$ cat config.mk
export PLATFORM = sky130hd
export DESIGN_NAME = rotl_pipe
export DESIGN_NICKNAME = d
export VERILOG_FILES = /design/src/rtl/rotl_pipe.sv
export SDC_FILE = /design/constraint.sdc
export NUM_CORES = 1
export LEC_CHECK = 0
export BUFFER_PORTS_ARGS = -buffer_cell sky130_fd_sc_hd__buf_2
export CAP_MARGIN = 15
export CORE_MARGIN = 1
export CORE_UTILIZATION = 45
export CTS_CLUSTER_DIAMETER = 120
export DETAILED_ROUTE_END_ITERATION = 12
export PLACE_DENSITY = 0.69
export SLEW_MARGIN = 10
export SYNTH_ARGS = -nofsm -noshare
export SYNTH_HDL_FRONTEND = slang
export SYNTH_SLANG_ARGS = --single-unit
$ cat constraint.sdc
create_clock -name clk -period 1.4 [get_ports clk]
set_clock_uncertainty 0.2 [all_clocks]
set_input_delay 0.14 -clock clk [delete_from_list [all_inputs] [get_ports clk]]
set_output_delay 0.14 -clock clk [all_outputs]
set_load 0.02 [all_outputs]
$ cat src/rtl/rotl_pipe.sv
// Pipelined rotate-left unit: one register stage per amount bit, valid/ready with bubble collapse.
// Define ROTL_PIPE_LOGICAL_EN to add in_logical, selecting a zero-fill shift-left instead of a rotate.
module rotl_pipe #(
  parameter  int WIDTH = 8,
  localparam int AMT_W = $clog2(WIDTH)
) (
  input  logic             clk,
  input  logic             rst,
  input  logic             in_valid,
  output logic             in_ready,
  input  logic [WIDTH-1:0] in_data,
  input  logic [AMT_W-1:0] in_amt,
`ifdef ROTL_PIPE_LOGICAL_EN
  input  logic             in_logical,
`endif
  output logic             out_valid,
  input  logic             out_ready,
  output logic [WIDTH-1:0] out_data,
  output logic             busy
);
  localparam int LAST = AMT_W - 1;

  logic [AMT_W-1:0] valid_q, valid_d, load;
  logic [WIDTH-1:0] data_q    [AMT_W];
  logic [WIDTH-1:0] data_d    [AMT_W];
  logic [AMT_W-1:0] amt_q     [AMT_W];
  logic [AMT_W-1:0] amt_d     [AMT_W];
  logic             logical_q [AMT_W];
  logic             logical_d [AMT_W];
  logic             first_logical;

`ifdef ROTL_PIPE_LOGICAL_EN
  assign first_logical = in_logical;
`else
  assign first_logical = 1'b0;
`endif

  function automatic logic [WIDTH-1:0] stage_op(input logic [WIDTH-1:0] d,
                                                input int unsigned      sh,
                                                input logic             zero_fill);
    logic [WIDTH-1:0] shl, wrap;
    shl  = d << sh;
    wrap = d >> (WIDTH - sh);
    return zero_fill ? shl : (shl | wrap);
  endfunction

  // A stage may load when empty or when its item leaves; walk from the output back to the input.
  always_comb begin
    logic downstream_load;
    // NOTE: every combinational output gets a default before any conditional logic, so no latch is inferred.
    load            = '0;
    downstream_load = out_ready;
    for (int k = LAST; k >= 0; k--) begin
      load[k]         = !valid_q[k] || downstream_load;
      downstream_load = load[k];
    end
  end

  // Stage k rotates by 2^k when the low bit of its remaining amount is set, then drops that bit.
  always_comb begin
    valid_d[0]   = in_valid;
    data_d[0]    = in_amt[0] ? stage_op(in_data, 1, first_logical) : in_data;
    amt_d[0]     = in_amt >> 1;
    logical_d[0] = first_logical;
    for (int k = 1; k < AMT_W; k++) begin
      valid_d[k]   = valid_q[k-1];
      data_d[k]    = amt_q[k-1][0] ? stage_op(data_q[k-1], 1 << k, logical_q[k-1]) : data_q[k-1];
      amt_d[k]     = amt_q[k-1] >> 1;
      logical_d[k] = logical_q[k-1];
    end
  end

  // NOTE: sequential state uses non-blocking assignments so each stage samples its neighbour's pre-edge value.
  always_ff @(posedge clk) begin
    if (rst) begin
      valid_q <= '0;
      // NOTE: payload registers are cleared too, so out_data reads 0 after reset instead of stale data.
      for (int k = 0; k < AMT_W; k++) begin
        data_q[k]    <= '0;
        amt_q[k]     <= '0;
        logical_q[k] <= 1'b0;
      end
    end else begin
      for (int k = 0; k < AMT_W; k++) begin
        if (load[k]) begin
          valid_q[k]   <= valid_d[k];
          data_q[k]    <= data_d[k];
          amt_q[k]     <= amt_d[k];
          logical_q[k] <= logical_d[k];
        end
      end
    end
  end

  // Handshakes are masked during reset so nothing transfers in the cycle being discarded.
  assign in_ready  = load[0] && !rst;
  assign out_valid = valid_q[LAST] && !rst;
  assign out_data  = data_q[LAST];
  assign busy      = |valid_q;

endmodule

After elaboration in Yosys (flattened, before gate mapping) --
Memory sizes are Yosys's and may differ from the RTL's. Cells that the tools add are included.
Word-level totals: register bits after elaboration 3, bits in latches 0, RAM bits 33, bits in read-only memories 0, input port bits 15, output and inout port bits 11, word-level logic and storage cells 53, memories kept 3
Cells by class: add/subtract/negate cells 0, multiply operators 0, divide/modulo/power cells 0, $lt $le $gt $ge 0, equality and inequality tests 0, shifts and indexed selects 0, mux-type cells 25, bitwise gates (word level) 12, reduce and logical (&&, ||, !) cells 10
Memory list:
- data_q | words 3, width 8, rd ports 3, clocked after memory_dff 0, wr ports 3, RTL line 24 | logic [WIDTH-1:0] data_q [AMT_W];
- amt_q | words 3, width 2, rd ports 2, clocked after memory_dff 0, wr ports 3, RTL line 26 | logic [AMT_W-1:0] amt_q [AMT_W];
- logical_q | words 3, width 1, rd ports 2, clocked after memory_dff 0, wr ports 3, RTL line 28 | logic logical_q [AMT_W];
Operators by type and width (number):
- two-way mux 8 bit | 8
- two-way mux 1 bit | 14
- OR 1 bit | 9
- OR 8 x 1 -> 8 bit | 1
- OR 8 x 2 -> 8 bit | 1
- OR 8 x 4 -> 8 bit | 1
- two-way mux 2 bit | 3
- logical NOT 1 bit | 4
- logical OR 1 bit | 3
- OR reduction 3 bit | 1
- logical AND 1 bit | 2

Logic depth before layout (Yosys ltp) --
Gate-level depths: netlist of the first run.
depth in word-level cells 8, mapped depth 4, depth with buffers taken out 2

Worst setup path after synthesis of the first run --
Ideal clock, no wire load.
kind flip-flop to flip-flop, from register valid_q[2], to memory amt_q[0][0] (netlist bit) (enable), setup time 304 ps, arrival time 906 ps, slack -10 ps, stages on the path, launching flop included 3, path buffers 0, period minus slack after synthesis 1410 ps, cells stage by stage dfxtp_1 -> nand3b_1 -> or3_1
RTL lines:
- from (decl) | RTL line 23 | logic [AMT_W-1:0] valid_q, valid_d, load;
- from (signal, indexed assignment) | RTL line 86 | valid_q[k] <= valid_d[k];
- to (decl) | RTL line 26

Final worst setup path of the first run --
from register valid_q[2], to output busy
On the way: word-level cells in the longest chain between the ends 1
Ends and longest elaborated chain:
- OR reduction 3 bit | RTL line 99 | assign busy = |valid_q;
- to (decl) | RTL line 19 | output logic busy
No other way between the ends.

==> impl_summary.txt, run 1 <==
----------------------------------------------------
[Timing]
  Number of max-slew violations in the final report ... 0
  Post-route clock period utilization ... 1.09
  Worst relative slew slack ... 0.795
  Transition time of the tightest slew-check pin ... between 0.2 and 0.3 ns
  Final worst-path setup slack ... -0.128 ns
  Final Hold Slack ... -0.0925 ns
  Clock period minus final worst setup slack ... about 1.5 ns
  Summed negative setup slack over all endpoints ... -0.898 ns
  Setup repair after global routing missed its margin ... yes
  Final setup violation count ... 22
  Count of final hold-check violations ... 2
  Max Freq ... approximately 650 MHz

[Status]
  Violated checks ... negative hold slack, negative setup slack
  Outcome ... finished, violations left

[GRT]
  Global-route wire length before repair ... 3680 um
  Total grt overflow ... 0
  Initial antenna violation count ... 0
  Largest net degree at the start of global routing ... 17
  GRT Resource Usage Total ... 0.149
  Vias in the first global route ... 882

[Logic synthesis]
  Area of the mapped netlist ... ~1500 um^2
  Sequential share of the synthesized area ... 0.577
  Average size of a mapped cell ... around 13 um^2
  Net count after synthesis ... between 100 and 150
  Async SR Flop Fraction ... 0
  Post-Synthesis Cells ... between 100 and 150
  Total of warnings raised by yosys ... 0
  Number of synthesized flops with an enable pin ... 27
  Most used flip-flop cell after synthesis ... sky130_fd_sc_hd__edfxtp_1
  #FFs+latches synth ... 30
  Number of distinct standard cells referenced by the synthesized netlist ... 21

[Routing]
  Routed vias/inst ... around 5
  Residual DRC ... 0
  1st-iter DRT viols ... 40
  Routed wire per std cell ... 13.5 um
  Post-detailed-routing wire length ... ~2500 um
  DRT Pass-1 Iters ... 3
  Final ANT Viol Nets ... 0
  Via Count ... between 900 and 1000

[Job]
  Maxcap violations ... 0

[Clock tree]
  Maximum number of buffers from clock root to sink ... 2
  Clock slew at reported path FFs ... approximately 0.090 ns
  CTS H-tree depth ... 2
  Clock tree sinks ... 30
  Clock latency reported for the late side of the worst-skew pair ... between 0.3 and 0.4 ns
  CTS root buf ... sky130_fd_sc_hd__clkbuf_4
  Number of buffers created by CTS ... 5
  TritonCTS clock tree ... done

[Power and ir drop]
  Total power divided by cell area ... 927 nW/um^2
  Relative contribution of the clock network to total power ... 0.289
  IR Drop Worst-Case VDD ... around 0.5 mV
  Total Power Consumption ... about 1.8 mW
  Net switching share of the total power ... 0.238
  Power dissipated by switching net loads ... around 0.43 mW
  Internal cell power ... approximately 1.4 mW
  Leak Pwr ... 0.778 nW
  Fraction of power consumed by sequential logic ... 0.576
  Combinational Power Share ... 0.135

[Final layout]
  Final net count ... 157
  Share of layout cells above drive strength 1 ... 0.497
  Antenna cells ... 0
  Layout overhead on the synthesized area ... 30.3%
  Fillcell total ... 241

[Setup path]
  Data arrival time of the critical path ... 1.19 ns
  CP Max Fanout ... 4
  Endpoint class of the critical path ... output port
  CP Class ... flop to output port
  CP Launch Type ... flop
  Required time reported for the critical path endpoint ... about 1.1 ns

[Floorplanning]
  Starting density of the core ... 0.482
  Floorplan die height ... about 60 um
  Core ar. ... about 3100 um^2
  Total I/O pin count ... 26
  Die area ... roughly 3600 um^2
  Count of standard-cell rows ... 20
  Die width ... approximately 60 um

[Placed design]
  Port Buffer Count ... 25
  Placer's final routability congestion estimate ... 0.771
  Worst slack, placed ... ~0.018 ns
  Total half-perimeter wirelength after legalization and detailed placement ... 1550 um

[Min path]
  Type of the tightest min-delay check ... input pin to flop

----------------------------------------------------
[repair_timing]
| action | in CTS | in global routing |
|---|---|---|
| buffers inserted | 2 | 4 |
| endpoints found under the hold margin | 5 | 2 |
| pin swaps | 1 | 16 |
| hold buffers | 3 | 1 |
| setup endpoints to repair | 12 | 27 |
| gates resized for setup | 5 | 28 |
| cloned | 0 | 1 |
[sequential cells by signal, indices dropped and copies added, names as in the netlist]
name / cells
amt_q: 3
data_q: 24
valid_q: 3
[cells in the final DEF (no fill, tap or decap), drive strengths merged]
cell	netlist	layout
and4b	1	1
nor2b	1	1
nand3b	1	1
or2	2	2
inv	2	2
nor3	24	24
or3	2	2
a21oi	2	2
clkbuf	4	8
nor3b	3	3
dlygate4sd3	0	4
clkinv	0	1
mux2i	24	24
o21ba	1	1
edfxtp	27	27
buf	14	35
dfxtp	3	3
nand2b	1	1
nor2	1	1
[logic make-up after synthesis]
kind of cell	share of synthesized area
AND/OR/NAND/NOR	0.166
multiplexers	0.159
flip-flops	0.577
buffers and inverters	0.0846
AO/OA/AOI/OAI	0.0133
[cells in the mapped netlist (2+ instances only)]
cell type	count	share of area
sky130_fd_sc_hd__a21oi_1	2	0.0066
sky130_fd_sc_hd__buf_2	4	0.013
sky130_fd_sc_hd__buf_4	8	0.040
sky130_fd_sc_hd__buf_6	2	0.015
sky130_fd_sc_hd__clkbuf_1	2	0.0050
sky130_fd_sc_hd__clkbuf_2	2	0.0066
sky130_fd_sc_hd__dfxtp_1	3	0.040
sky130_fd_sc_hd__edfxtp_1	27	0.54
sky130_fd_sc_hd__inv_1	2	0.0050
sky130_fd_sc_hd__mux2i_1	24	0.16
sky130_fd_sc_hd__nor3_1	15	0.050
sky130_fd_sc_hd__nor3_2	9	0.060
sky130_fd_sc_hd__nor3b_1	3	0.015
sky130_fd_sc_hd__or2_2	2	0.0083
sky130_fd_sc_hd__or3_1	2	0.0083
[worst paths after layout]
path | from | endpoint | slack, ns | cells past startpoint
setup / recovery | valid_q[2]$_SDFFE_PP0P_ | busy | -0.13 | 2
setup reg to reg | valid_q[2]$_SDFFE_PP0P_ | data_q[0][22]$_SDFFCE_PN0P_ | -0.06 | 4
hold reg to reg | valid_q[1]$_SDFFE_PP0P_ | valid_q[2]$_SDFFE_PP0P_ | 0.26 | 2
hold / removal | out_ready | valid_q[2]$_SDFFE_PP0P_ | -0.09 | 3
[metrics by stage]
step           hold WS, ns  cells  cell area, um^2  utilization
6_report           -0.0925    187             1970        0.629
5_1_grt            -0.0679    187             1970        0.629
4_1_cts             -0.173    182             1760        0.562
3_5_place_dp         0.177    169             1640        0.524
3_3_place_gp         0.168    169             1640        0.524
2_1_floorplan       0.0819    113             1520            -
[power groups by stage]
stage | Combinational (mW) | Clock (mW) | Sequential [mW]
2_1_floorplan | 0.150 | 0 | 1.06
3_3_place_gp | 0.172 | 0 | 1.07
3_5_place_dp | 0.177 | 0 | 1.08
4_1_cts | 0.189 | 0.539 | 1.06
5_1_grt | 0.268 | 0.584 | 1.06
6_report | 0.247 | 0.527 | 1.05
[layout make-up]
type	count	area, um^2	share of cell area
multi-input cells	63	638	0.324
repair buffers	40	332	0.169
flip-flops and latches	30	875	0.445
inverters	2	7.51	0.00382
clock inverters	1	5.00	0.00254
well taps	44	55.1	0.0280
clock buffers	7	55.1	0.0280
[layer usage]
metal,track usage,wire [um],vias to the layer above
li1,-,-,467
met1,0.141,968,463
met2,0.263,1390,23
met3,0.0649,107,5
met4,0.0897,62,0
met5,0,0,-
[critical path, cell delays in order, from the launching register on]
cell	delay [ns]
sky130_fd_sc_hd__dfxtp_2	0.34
sky130_fd_sc_hd__or3_1	0.35
sky130_fd_sc_hd__buf_2	0.16
(Power assumes the default switching activity.)
==> inputs of run 2 (changes only) <==
--- a/config.mk
+++ b/config.mk
@@ -11,7 +11,9 @@
 export CORE_UTILIZATION = 45
 export CTS_CLUSTER_DIAMETER = 120
 export DETAILED_ROUTE_END_ITERATION = 12
+export MAX_ROUTING_LAYER = met4
 export PLACE_DENSITY = 0.69
+export SETUP_SLACK_MARGIN = 0.3
 export SLEW_MARGIN = 10
 export SYNTH_ARGS = -nofsm -noshare
 export SYNTH_HDL_FRONTEND = slang
==> run 2 against run 1 <==
Against the previous run: the flow still finishes with violations (negative hold slack, negative setup slack); sequential share of layout area up 0.84 points; global-route usage increased by 2.1 points; non-clock buffer count increased by 1; via count fell by 1.3%; critical path depth increased by 2; first-iteration DRC count is 48% lower; register-to-register slack worse by 0.07 ns; sequential power hardly changed; clock power is 13% lower; largest cell class unchanged.
==> impl_summary.txt, run 2 (synthesis results as in run 1) <==
----------------------------------------------------
[Placed design]
  Port Buffer Count ... 25 (unchanged)
  Total half-perimeter wirelength after legalization and detailed placement ... 1560 um (+0.69%)
  Number of instances in the placed design ... 169 (unchanged)
  Worst slack, placed ... 0.00356 ns (-0.0149 ns)
  Placer's final routability congestion estimate ... 0.735 (-4.6%)

[Final layout]
  Sequential cell area ... 875 um^2 (unchanged)
  Share of layout cells above drive strength 1 ... 0.490 (-0.00685)
  Layout overhead on the synthesized area ... 27.9%
  Registers with the most flip-flops ... data_q (24), amt_q (3), valid_q (3)
  Biggest register ... data_q
  Post-layout instance count excluding filler cells ... 189 (+1.1%)
  Number of flip-flops in the largest register ... 24 (unchanged)
  Final net count ... 159 (+1.3%)
  Most frequent standard cell in the layout excluding fill and tap cells ... sky130_fd_sc_hd__edfxtp_1
  Most frequent cells in the layout ... sky130_fd_sc_hd__edfxtp_1 (27), sky130_fd_sc_hd__mux2i_1 (24), sky130_fd_sc_hd__nor3_2 (15), sky130_fd_sc_hd__buf_2 (15), sky130_fd_sc_hd__buf_6 (12)
  Fillcell total ... 257 (+6.6%)
  Area of the multi-input gates ... 599 um^2 (-6.1%)
  Antenna cells ... 0 (unchanged)
  Final standard cell utilization of the core ... 0.617 (-0.0116)

[Routing]
  Final ANT Viol Nets ... 0 (unchanged)
  DRT Pass-1 Iters ... 4 (+1)
  Routed wire per std cell ... 13.3 um (-2.0%)
  Residual DRC ... 0 (unchanged)
  Met3 Wirelength ... 112 um (+4.7%)
  1st-iter DRT viols ... 21 (-48%)
  Routed length on met2 ... 1450 um (+4.1%)
  DR top layer ... met4
  Met1 WL ... 921 um (-4.9%)
  Routed vias/inst ... 5.01 (-2.3%)
  Post-detailed-routing wire length ... 2510 um (-0.95%)
  Via Count ... 946 (-1.3%)

[Setup path]
  Endpoint class of the critical path ... output port
  CP Launch Type ... flop
  Required time reported for the critical path endpoint ... 1.06 ns (about the same)
  Data arrival time of the critical path ... 1.20 ns (about the same)
  CP Class ... flop to output port
  CP Max Fanout ... 4 (unchanged)

[Power and ir drop]
  Power dissipated by switching net loads ... 0.420 mW (-3.3%)
  Fraction of power consumed by sequential logic ... 0.607 (+0.031)
  Relative contribution of the clock network to total power ... 0.264 (-0.025)
  Leak Pwr ... 0.759 nW (-2.5%)
  Net switching share of the total power ... 0.241 (+0.00253)
  Internal cell power ... 1.33 mW (-4.6%)
  Total power divided by cell area ... 904 nW/um^2 (-2.5%)
  IR Drop Worst-Case VDD ... 0.445 mV (-13%)
  Combinational Power Share ... 0.129 (-0.006)

[Timing]
  Transition time of the tightest slew-check pin ... 0.420 ns (+0.121 ns)
  Max Freq ... 650 MHz (-0.71%)
  Final Hold Slack ... -0.0886 ns (+0.00388 ns)
  Worst relative slew slack ... 0.720 (-0.0752)
  Setup repair after global routing missed its margin ... yes
  Number of max-slew violations in the final report ... 0 (unchanged)
  Count of final hold-check violations ... 4 (+2)
  Clock period minus final worst setup slack ... 1.54 ns (+0.0110 ns)
  Final worst-path setup slack ... -0.139 ns (-0.0110 ns)
  Final setup violation count ... 46 (+110%)
  Post-route clock period utilization ... 1.10 (+0.00783)
  Summed negative setup slack over all endpoints ... -3.77 ns (-2.87 ns)

[Status]
  Violated checks ... negative hold slack, negative setup slack
  Outcome ... finished, violations left

[Clock tree]
  Clock latency reported for the late side of the worst-skew pair ... 0.32 ns (about the same)
  CTS H-tree depth ... 2 (unchanged)
  Clock slew at reported path FFs ... 0.08 ns (about the same)
  CTS root buf ... sky130_fd_sc_hd__clkbuf_4
  Number of buffers created by CTS ... 5 (unchanged)
  TritonCTS clock tree ... done
  Clock tree sinks ... 30 (unchanged)
  Maximum number of buffers from clock root to sink ... 2 (unchanged)

[Min path]
  Type of the tightest min-delay check ... input pin to flop

[Floorplanning]
  Core ar. ... 3130 um^2 (unchanged)
  Total I/O pin count ... 26 (unchanged)
  Starting density of the core ... 0.482 (unchanged)
  Floorplan die height ... 59.9 um (unchanged)
  Die width ... 59.9 um (unchanged)
  Die area ... 3590 um^2 (unchanged)
  Count of standard-cell rows ... 20 (unchanged)

[GRT]
  Global-route wire length before repair ... 4110 um (+12%)
  GRT Resource Usage Total ... 0.170 (+0.0208)
  Largest net degree at the start of global routing ... 18 (+1)
  Vias in the first global route ... 917 (+4.0%)
  Total grt overflow ... 0 (unchanged)
  Initial antenna violation count ... 0 (unchanged)

[Job]
  Maxcap violations ... 0 (unchanged)

----------------------------------------------------
-- run 2: cell count changes in the layout (fill, tap and decap cells not counted), sizes merged --
cell,delta
or3,+1
buf,+2
clkinv,+2
clkbuf,-3
-- run 2: final cells by class --
| class | instances | share of cell area |
|---|---|---|
| multi-input cells | 64 | 0.310 |
| well taps | 44 | 0.0285 |
| flip-flops and latches | 30 | 0.453 |
| repair buffers | 41 | 0.179 |
| clock inverters | 3 | 0.00583 |
| clock buffers | 5 | 0.0194 |
| inverters | 2 | 0.00389 |
-- run 2: worst max-delay path, cell delays in order, from the launching register on --
cell,delay (ns)
sky130_fd_sc_hd__dfxtp_2,0.35
sky130_fd_sc_hd__and4b_4,0.27
sky130_fd_sc_hd__buf_12,0.11
sky130_fd_sc_hd__nor2_4,0.03
sky130_fd_sc_hd__buf_6,0.12
-- run 2: power groups by stage --
stage | sequential, mW | clock [mW] | combinational [mW]
5_1_grt | 1.07 | 0.502 | 0.246
3_3_place_gp | 1.07 | 0 | 0.174
3_5_place_dp | 1.08 | 0 | 0.178
2_1_floorplan | 1.06 | 0 | 0.152
4_1_cts | 1.06 | 0.470 | 0.217
6_report | 1.06 | 0.460 | 0.225
-- run 2: routing by layer --
| layer | global-route usage | vias up |
|---|---|---|
| met2 | 0.308 | 23 |
| li1 | - | 472 |
| met4 | 0.0797 | 0 |
| met5 | - | - |
| met3 | 0.0649 | 2 |
| met1 | 0.154 | 449 |
-- run 2: timing repair --
action                                  4_1_cts  5_1_grt
endpoints found under the setup margin       66       67
gates cloned                                  2        0
hold endpoints to repair                      9        3
hold buffers                                  3        1
pin swaps                                     2        4
gates resized for setup                      34        6
setup buffers                                 5        1
-- run 2: final timing paths --
check | to | slack (ns) | depth (start not counted) | start
max reg2reg | amt_q[0][0]$_SDFFCE_PN0P_ | -0.13 | 6 | valid_q[1]$_SDFFE_PP0P_
min | valid_q[2]$_SDFFE_PP0P_ | -0.09 | 3 | out_ready
max | in_ready | -0.14 | 4 | valid_q[1]$_SDFFE_PP0P_
min reg2reg | valid_q[2]$_SDFFE_PP0P_ | 0.26 | 2 | valid_q[1]$_SDFFE_PP0P_
-- run 2: metrics by stage --
step                total power, mW  cell area [um^2]
floorplan                      1.21              1520
global placement               1.25              1630
detailed placement             1.26              1630
CTS                            1.75              1890
global route                   1.81              1930
finish                         1.74              1930
